**config.mk**
```make
export PLATFORM = sky130hd
export DESIGN_NAME = cla_pipe_adder
export DESIGN_NICKNAME = d
export VERILOG_FILES = /design/src/rtl/cla_pipe_adder.sv
export SDC_FILE = /design/constraint.sdc
export NUM_CORES = 1
export LEC_CHECK = 0
export BUFFER_PORTS_ARGS = -buffer_cell sky130_fd_sc_hd__buf_2
export CORE_MARGIN = 2
export CORE_UTILIZATION = 61
export DETAILED_ROUTE_END_ITERATION = 12
export PLACE_DENSITY = 0.86
export SYNTH_ARGS = -nofsm -noshare
export SYNTH_HDL_FRONTEND = slang
export SYNTH_HIERARCHICAL = 1
export SYNTH_SLANG_ARGS = --single-unit
export TNS_END_PERCENT = 50
```
**constraint.sdc**
```tcl
create_clock -name clk -period 5.2 [get_ports clk]
set_input_delay 0.52 -clock clk [delete_from_list [all_inputs] [get_ports clk]]
set_output_delay 0.52 -clock clk [all_outputs]
set_load 0.005 [all_outputs]
```
**src/rtl/cla_pipe_adder.sv**
```systemverilog
// Pipelined carry-lookahead adder/subtractor: one SW-bit slice per stage, inter-slice carry
// registered, whole pipe advances together under a valid/ready handshake.
module cla_slice #(
  parameter int SW = 4
) (
  input  logic [SW-1:0] a,
  input  logic [SW-1:0] b,
  input  logic          ci,
  output logic [SW-1:0] s,
  output logic          co,
  output logic          cmsb
);
  localparam int NG = SW / 4;

  logic [SW-1:0] p, g, c;
  logic [NG-1:0] gg, gp;
  logic [NG:0]   gc;

  // 4-bit group G/P feed the group carry chain; bit carries are expanded from each group carry-in.
  always_comb begin
    p  = a ^ b;
    g  = a & b;
    c  = '0;
    gg = '0;
    gp = '0;
    gc = '0;
    gc[0] = ci;
    for (int j = 0; j < NG; j++) begin
      gg[j] = g[4*j+3] | (p[4*j+3] & g[4*j+2]) | (p[4*j+3] & p[4*j+2] & g[4*j+1])
            | (p[4*j+3] & p[4*j+2] & p[4*j+1] & g[4*j]);
      gp[j] = &p[4*j +: 4];
      gc[j+1] = gg[j] | (gp[j] & gc[j]);
    end
    for (int j = 0; j < NG; j++) begin
      c[4*j]   = gc[j];
      c[4*j+1] = g[4*j] | (p[4*j] & gc[j]);
      c[4*j+2] = g[4*j+1] | (p[4*j+1] & g[4*j]) | (p[4*j+1] & p[4*j] & gc[j]);
      c[4*j+3] = g[4*j+2] | (p[4*j+2] & g[4*j+1]) | (p[4*j+2] & p[4*j+1] & g[4*j])
               | (p[4*j+2] & p[4*j+1] & p[4*j] & gc[j]);
    end
  end

  assign s    = p ^ c;
  assign co   = gc[NG];
  assign cmsb = c[SW-1];
endmodule

module cla_pipe_adder #(
  parameter int WIDTH  = 16,
  parameter int STAGES = 4
) (
  input  logic             clk,
  input  logic             rst,
  input  logic             in_valid,
  output logic             in_ready,
  input  logic [WIDTH-1:0] a,
  input  logic [WIDTH-1:0] b,
  input  logic             cin,
  input  logic             sub,
  input  logic             sign,
  output logic             out_valid,
  input  logic             out_ready,
  output logic [WIDTH-1:0] sum,
  output logic             cout,
  output logic             ofl,
  output logic             zero
);
  localparam int SW = WIDTH / STAGES;

  typedef struct packed {
    logic [WIDTH-1:0] a;
    logic [WIDTH-1:0] b;
    logic [WIDTH-1:0] s;
    logic             c;
    logic             cmsb;
    logic             sub;
    logic             sign;
  } op_t;

  logic            adv;
  logic [STAGES:1] vld_pipe;
  op_t             cap, last_n, last_q;
  logic            ofl_q, zero_q;

  assign adv      = !out_valid || out_ready;
  assign in_ready = adv;

  always_comb begin
    cap      = '0;
    cap.a    = a;
    cap.b    = sub ? ~b : b;
    cap.c    = sub ? 1'b1 : cin;
    cap.sub  = sub;
    cap.sign = sign;
  end

  always_ff @(posedge clk) begin
    if (rst) vld_pipe <= '0;
    else if (adv) begin
      vld_pipe[1] <= in_valid;
      for (int k = 2; k <= STAGES; k++) vld_pipe[k] <= vld_pipe[k-1];
    end
  end

  // Each stage carries the untouched upper operand bits forward and fills in its own sum slice.
  for (genvar k = 0; k < STAGES; k++) begin : g_stage
    op_t           d, n, q;
    logic [SW-1:0] ss;
    logic          sc, sm;

    if (k == 0) begin : g_first
      assign d = cap;
    end else begin : g_next
      assign d = g_stage[k-1].q;
    end

    cla_slice #(.SW(SW)) u_slice (
      .a    (d.a[k*SW +: SW]),
      .b    (d.b[k*SW +: SW]),
      .ci   (d.c),
      .s    (ss),
      .co   (sc),
      .cmsb (sm)
    );

    always_comb begin
      n = d;
      n.s[k*SW +: SW] = ss;
      n.c    = sc;
      n.cmsb = sm;
    end

    always_ff @(posedge clk) begin
      if (rst) q <= '0;
      else if (adv) q <= n;
    end
  end

  assign last_n = g_stage[STAGES-1].n;
  assign last_q = g_stage[STAGES-1].q;

  always_ff @(posedge clk) begin
    if (rst) begin
      ofl_q  <= 1'b0;
      zero_q <= 1'b0;
    end else if (adv) begin
      zero_q <= (last_n.s == '0);
      ofl_q  <= last_n.sign ? (last_n.cmsb ^ last_n.c) : (last_n.c ^ last_n.sub);
    end
  end

  // Operand copies and mode bits are dead once the last slice has been resolved.
  logic unused_tail;
  assign unused_tail = ^{last_q.a, last_q.b, last_q.cmsb, last_q.sub, last_q.sign};

  assign out_valid = vld_pipe[STAGES];
  assign sum       = last_q.s;
  assign cout      = last_q.c;
  assign ofl       = ofl_q;
  assign zero      = zero_q;
endmodule

```
==> metrics.md, run 1 <==
| Metric | Value |
|---|---|
| Status | `completed` |
| Final WL | `approximately 8.5 mm` |
| Worst Tran Pin Value | `roughly 1.1 ns` |
| Crit path depth | `3` |
| Max_slew headroom | `a little over a quarter` |
| DRC Markers | `0` |
| Number of diodes | `0` |
| Worst-path cell chain | `nor2b_4 > inv_4 > buf_2` |
| Area leader, netlist | `dfxtp_1` |
| Crit path to | `in_ready` |
| Wire per inst | `~13 um` |
| Worst r2r src | `g_stage[2].q[32]` |
| Fin nets | `631` |
| Busiest grt layer | `met2` |
| PwrDens | `between 300 and 400 mW/mm^2` |
| Layout Skew | `approximately 0.0076 ns` |
| Vias per inst | `5.22` |
| Fin. max-slew vios | `0` |
| Post-CTS Hold Buffers | `0` |
| Cell Area, Placed | `0.00468 mm^2` |
| Yosys reg bits | `104` |
| Worst r2r dst | `zero` |
| Met3 usage | `4.11%` |
| Final Util | `67.8%` |
| Max Fclk | `~410 MHz` |
| Largest net degree at the start of global routing | `116` |
| Total track usage | `approximately 22%` |
| Crit path arrival time | `1.89 ns` |
| CTS resizes | `0` |
| Critical path buffers and inverters | `2` |
| Setup Viol. Count Final | `0` |
| Detail Placement HPWL | `5.44 mm` |
| P_leak | `0.00207 uW` |
| Largest cells by area after synthesis | `dfxtp_1 (46%), nand2_1 (15%), a21oi_1 (9.9%)` |
| R2R Setup Slk | `about 3.4 ns` |
| Final period util | `46.3%` |
| Post-synth EDFFs | `0` |
| IO Count | `60` |
| CP Class | `reg -> out` |
| Initial core utilization | `62.6%` |
| Critical path endpoint category | `output port` |
| First-pass GRT wire length | `14.4 mm` |
| Die Area | `0.00807 mm^2` |
| Vias in the first global route | `3227` |
| Fin area | `0.00487 mm^2` |
| Port bufs | `59` |
| Net Count, Synth | `slightly below 600` |
| Syn Std Cell Area | `0.00449 mm^2` |
| Critical path launch point type | `flop` |
| Critical path fanouts, max | `115` |
| Grt ovf | `0` |
| Vias | `3529` |
| Area growth from synthesis to layout | `8.33%` |
| VDD IR-drop max | `approximately 0.19 mV` |
| Core Area | `0.00718 mm^2` |
| Minimum clock period | `2.41 ns` |
| Setup Buffers After CTS | `0` |
| Skew-Pair Late Insertion Delay | `0.36 ns` |
| Antenna violations before repair | `0` |
| Layout cells sized above 1 | `16.5%` |
| Clock Tree Buf Depth | `2` |
| RSZ-0062 raised after global routing | `no` |
| Synth cell types | `27` |
| Max-Cap Viols | `0` |
| Slowest Stage Delay on Critical Path | `0.76 ns` |
| CTS tree | `done` |
| GP Congestion | `between 0.8 and 0.9` |
| Hold Vio Cnt, Final | `0` |
| Chip height | `89.8 um` |
| Met1 Track Usage GR | `28.4%` |
| Crit path max-delay family | `buffers and inverters` |
| YS warnings | `6` |
| Critical Path RT | `4.68 ns` |
| Sink Count | `roughly 100` |
| Worst R2R Path Depth | `7` |
| TritonRoute pass-1 iters | `4` |
| Root Buffer | `clkbuf_8` |
| H-Tree Depth | `3` |
| Critical path's slowest cell | `inv_4` |
| Clock transition at path regs | `approximately 0.090 ns` |
| DRT iter0 DRCs | `166` |
| Die Wd | `89.8 um` |
| Post-DRT Antenna Nets | `0` |
| Post-Synthesis Cells | `approximately 540` |
| Yosys top cell area share | `46.3%` |
| CP startpoint | `vld_pipe[4]` |
| GR Util met2 | `34.8%` |
| Num CTS Buffers | `9` |
| # rows | `31` |
| Min-delay worst type | `in -> reg` |
| Syn avg cell area | `around 8.4 um^2` |
| Sequential share of the synthesized area | `a little under half` |
| Async SR Flop Fraction | `0%` |
| Setup TNS Final | `0 ns` |
| Primary FF master, synth | `dfxtp_1` |
[cell type report]
type | count | area [um^2]
clock buffers | 12 | 155
clock inverters | 4 | 28.8
fillers | 618 | 2310
inverters | 17 | 66.3
multi-input cells | 380 | 2110
flip-flops and latches | 104 | 2080
well taps | 99 | 124
repair buffers | 60 | 305
[worst reg2reg max path, cell delays in order, from the launching register on]
cell	delay (ns)
dfxtp_1	0.42
ha_1	0.28
a211oi_2	0.28
o21bai_2	0.15
xor2_1	0.20
nor2_1	0.13
nand3_1	0.09
o21ai_0	0.21
[cell usage after synthesis, drive strengths merged, types with 2 or more instances]
master and count:
nand2 178, xor2 13, o21ai 5, fa 4, a21o 4, xnor2 16, nand3b 2, o21bai 4
nand3 2, clkbuf 10, dfxtp 104, a21oi 89, nor4 3, buf 27, a211oi 16, ha 16
nor2 23, inv 17
[routing by layer]
layer,wire (um),vias up
met5,0,-
met4,166,0
met3,298,14
met2,4220,71
met1,3840,1633
li1,-,1811
[flip-flops by register name (all words and copies together) (netlist names)]
| signal | count |
|---|---|
| sum | 16 |
| ofl | 1 |
| cout | 1 |
| zero | 1 |
| vld_pipe | 4 |
| g_stage.q | 81 |
[power by group]
part | internal [uW] | switching, uW | total (uW)
logic | 83.4 | 102 | 185
registers | 848 | 30.4 | 879
clock network | 201 | 263 | 463
[cells by family after synthesis]
group                      after synthesis  synth area share (%)
adders and majority gates               20                  6.24
DFF                                    104                  46.3
and+or+nand+nor                        211                  18.3
buffers and inverters                   54                  6.80
xor gates and xnor gates                29                  5.65
AOI/OAI and AO/OA                      119                  16.4
muxes                                    1                 0.223
[how the worst min path moves through the flow]
| stage | end | depth (start not counted) | from | slack [ns] |
|---|---|---|---|---|
| 4_1_cts | g_stage[0].q[51] | 3 | a[15] | 0.38 |
| 5_1_grt | vld_pipe[1] | 3 | in_valid | 0.38 |
| 3_5_place_dp | sum[4] | 2 | sum[4] | 0.44 |
| 6_report | g_stage[0].q[51] | 3 | a[15] | 0.39 |
| 3_3_place_gp | g_stage[0].q[1] | 2 | g_stage[0].q[1] | 0.44 |
| 2_1_floorplan | g_stage[2].q[1] | 2 | g_stage[2].q[1] | 0.43 |
[stage by stage]
stage	power [uW]	cells	worst slack, ns	hold WS (ns)
floorplan	1030	538	3.17	0.431
global placement	1070	660	2.95	0.439
detailed placement	1080	660	2.82	0.443
CTS	1540	676	2.81	0.376
global route	1600	676	2.67	0.380
finish	1530	676	2.79	0.390
[cell usage in the layout, fill, tap and decap left out, types with 4 or more instances in the layout]
cell type,instances
o21bai_2,4
nand2_1,178
dfxtp_1,104
xnor2_1,16
buf_2,58
o21ai_0,5
fa_1,4
a211oi_2,13
a21oi_1,89
xor2_1,13
ha_1,16
clkbuf_8,11
inv_1,16
a21o_1,4
nor2_1,23
(Power assumes the default switching activity.)
==> run 2: changes to the inputs <==
- CORE_UTILIZATION: 61 -> 52
- PLACE_DENSITY: 0.86 -> 0.78
- clock period: 5.2 -> 2.2 ns (I/O delays scaled with it)
==> run 2 against run 1 <==
Combinational power grew 140%. Setup slack got worse by 2.3 ns. Register-to-register slack worse by 2.9 ns. Clock power grew to 2.8 times the previous value. Worst hold slack lost 0.30 ns. Clock skew rose by 0.0023 ns. Clock-buffer cell count is 1 lower. Sequential share of layout area fell by 1.1 points. Critical endpoint is now ofl.
==> metrics.md, run 2 (same netlist as run 1, synthesis figures left out) <==
| Metric | Value |
|---|---|
| Antenna violations before repair | `0 (unchanged)` |
| Critical path endpoint category | `flop (was output port)` |
| Detail Placement HPWL | `5.85 mm (was 5.44 mm)` |
| Max FFs per register | `81 (unchanged)` |
| Layout cells sized above 1 | `17.3% (was 16.5%)` |
| Port bufs | `59 (unchanged)` |
| Status | `completed (unchanged)` |
| Post-CTS Hold Buffers | `0 (unchanged)` |
| Layout Skew | `0.00994 ns (was 0.00763 ns)` |
| Area growth from synthesis to layout | `11.2% (was 8.33%)` |
| CP Class | `reg -> reg (was reg -> out)` |
| Hold Vio Cnt, Final | `0 (unchanged)` |
| Clock Tree Buf Depth | `2 (unchanged)` |
| Max-Cap Viols | `0 (unchanged)` |
| Core Area | `0.00830 mm^2 (was 0.00718 mm^2)` |
| Largest net degree at the start of global routing | `94 (was 116)` |
| Root Buffer | `clkbuf_8 (unchanged)` |
| Sink Count | `104 (unchanged)` |
| VDD IR-drop max | `0.434 mV (was 0.190 mV)` |
| Critical path launch point type | `flop (unchanged)` |
| IO Count | `60 (unchanged)` |
| Fin. max-slew vios | `0 (unchanged)` |
| DRT iter0 DRCs | `130 (was 166)` |
| Hold WS | `0.0891 ns (was 0.390 ns)` |
| First-pass GRT wire length | `14.9 mm (was 14.4 mm)` |
| P_leak | `0.00213 uW (was 0.00207 uW)` |
| Pre-CTS setup slack | `0.487 ns (was 2.82 ns)` |
| # rows | `33 (was 31)` |
| Vias in the first global route | `3343 (was 3227)` |
| CTS resizes | `0 (unchanged)` |
| PwrDens | `763 mW/mm^2 (was 314 mW/mm^2)` |
| Max Fclk | `around 600 MHz` |
| Critical Path RT | `2.48 ns (was 4.68 ns)` |
| Worst setup margin | `0.503 ns (was 2.79 ns)` |
| Clock transition at path regs | `0.09 ns (about the same)` |
| Setup Buffers After CTS | `0 (unchanged)` |
| Minimum clock period | `1.70 ns` |
| Crit path arrival time | `1.98 ns (was 1.89 ns)` |
| CTS tree | `done (unchanged)` |
| Max_slew headroom | `64.7% (was 27.1%)` |
| DRC Markers | `0 (unchanged)` |
| Min-delay worst type | `in -> reg (unchanged)` |
| RSZ-0062 raised after global routing | `no (unchanged)` |
| Initial core utilization | `54.1% (was 62.6%)` |
| Vias | `3486 (was 3529)` |
| Final WL | `8.51 mm (was 8.53 mm)` |
| Total track usage | `18.9% (was 21.5%)` |
| Most common library cell in the layout ignoring fill and taps | `nand2_1 (unchanged)` |
| Grt ovf | `0 (unchanged)` |
| Die Area | `0.00940 mm^2 (was 0.00807 mm^2)` |
| Fin area | `0.00499 mm^2 (was 0.00487 mm^2)` |
| Most frequent cells in the layout | `nand2_1 (178), dfxtp_1 (104), a21oi_1 (89) (unchanged)` |
| TritonRoute pass-1 iters | `4 (unchanged)` |
| Final period util | `77.2%` |
| Worst Tran Pin Value | `0.529 ns (was 1.09 ns)` |
| Num CTS Buffers | `9 (unchanged)` |
| Biggest register | `g_stage.q (unchanged)` |
| Setup TNS Final | `0 ns (unchanged)` |
| Chip height | `97.0 um (was 89.8 um)` |
| Fin nets | `637 (was 631)` |
| Vias per inst | `5.07 (was 5.22)` |
| Setup Viol. Count Final | `0 (unchanged)` |
| Skew-Pair Late Insertion Delay | `0.36 ns (about the same)` |
| Post-DRT Antenna Nets | `0 (unchanged)` |
| H-Tree Depth | `3 (unchanged)` |
| Number of diodes | `0 (unchanged)` |
| Wire per inst | `12.4 um (was 12.6 um)` |
| GP Congestion | `0.779 (was 0.803)` |
| Final Util | `60.2% (was 67.8%)` |
| Cell Area, Placed | `0.00477 mm^2 (was 0.00468 mm^2)` |
| Critical path fanouts, max | `3 (was 115)` |
| Die Wd | `97.0 um (was 89.8 um)` |
-- run 2: cell count changes in the layout (fill, tap and decap cells not counted) --
| cell | previous run | this run |
|---|---|---|
| clkbuf_8 | 11 | 10 |
| buf_4 | 2 | 5 |
| bufinv_16 | 0 | 2 |
| clkinv_4 | 1 | 0 |
| buf_12 | 0 | 3 |
-- run 2: routing by layer --
metal,share of wire [%],global-route usage [%]
met1,47,24.7
met2,48,31.2
met3,4.1,4.34
met4,1.5,5.96
met5,0,0
-- run 2: cell type report --
cell class | instances | area, um^2
clock buffers | 11 | 141
flip-flops and latches | 104 | 2080
repair buffers | 66 | 388
multi-input cells | 380 | 2110
well taps | 105 | 131
fillers | 755 | 3300
inverters | 17 | 66.3
clock inverters | 5 | 80.1
-- run 2: path summary, 6_finish.rpt --
check | start | endpoint | slack [ns] | cells past startpoint
worst max register to register | g_stage[2].q[48] | ofl | 0.50 | 6
worst min register to register | sum[14] | sum[14] | 0.45 | 2
worst max-delay path | g_stage[2].q[48] | ofl | 0.50 | 6
worst min-delay path | a[9] | g_stage[0].q[45] | 0.09 | 3
-- run 2: per-stage QoR --
stage / instances / power (uW)
floorplan: 538 / 2430
global placement: 672 / 2540
detailed placement: 672 / 2560
CTS: 688 / 3850
global route: 688 / 4010
finish: 688 / 3810
-- run 2: critical path, stage by stage (launching register included) --
cell      delay (ns)
dfxtp_1         0.34
ha_1            0.30
a211oi_2        0.29
o21bai_2        0.13
a21o_1          0.21
xor2_1          0.16
o31ai_1         0.19
-- run 2: power breakdown --
| group | switching (uW) | total, uW | internal (uW) |
|---|---|---|---|
| Sequential | 74.1 | 2080 | 2000 |
| Clock | 627 | 1300 | 670 |
| Combinational | 232 | 435 | 203 |
| Total | 932 | 3810 | 2880 |
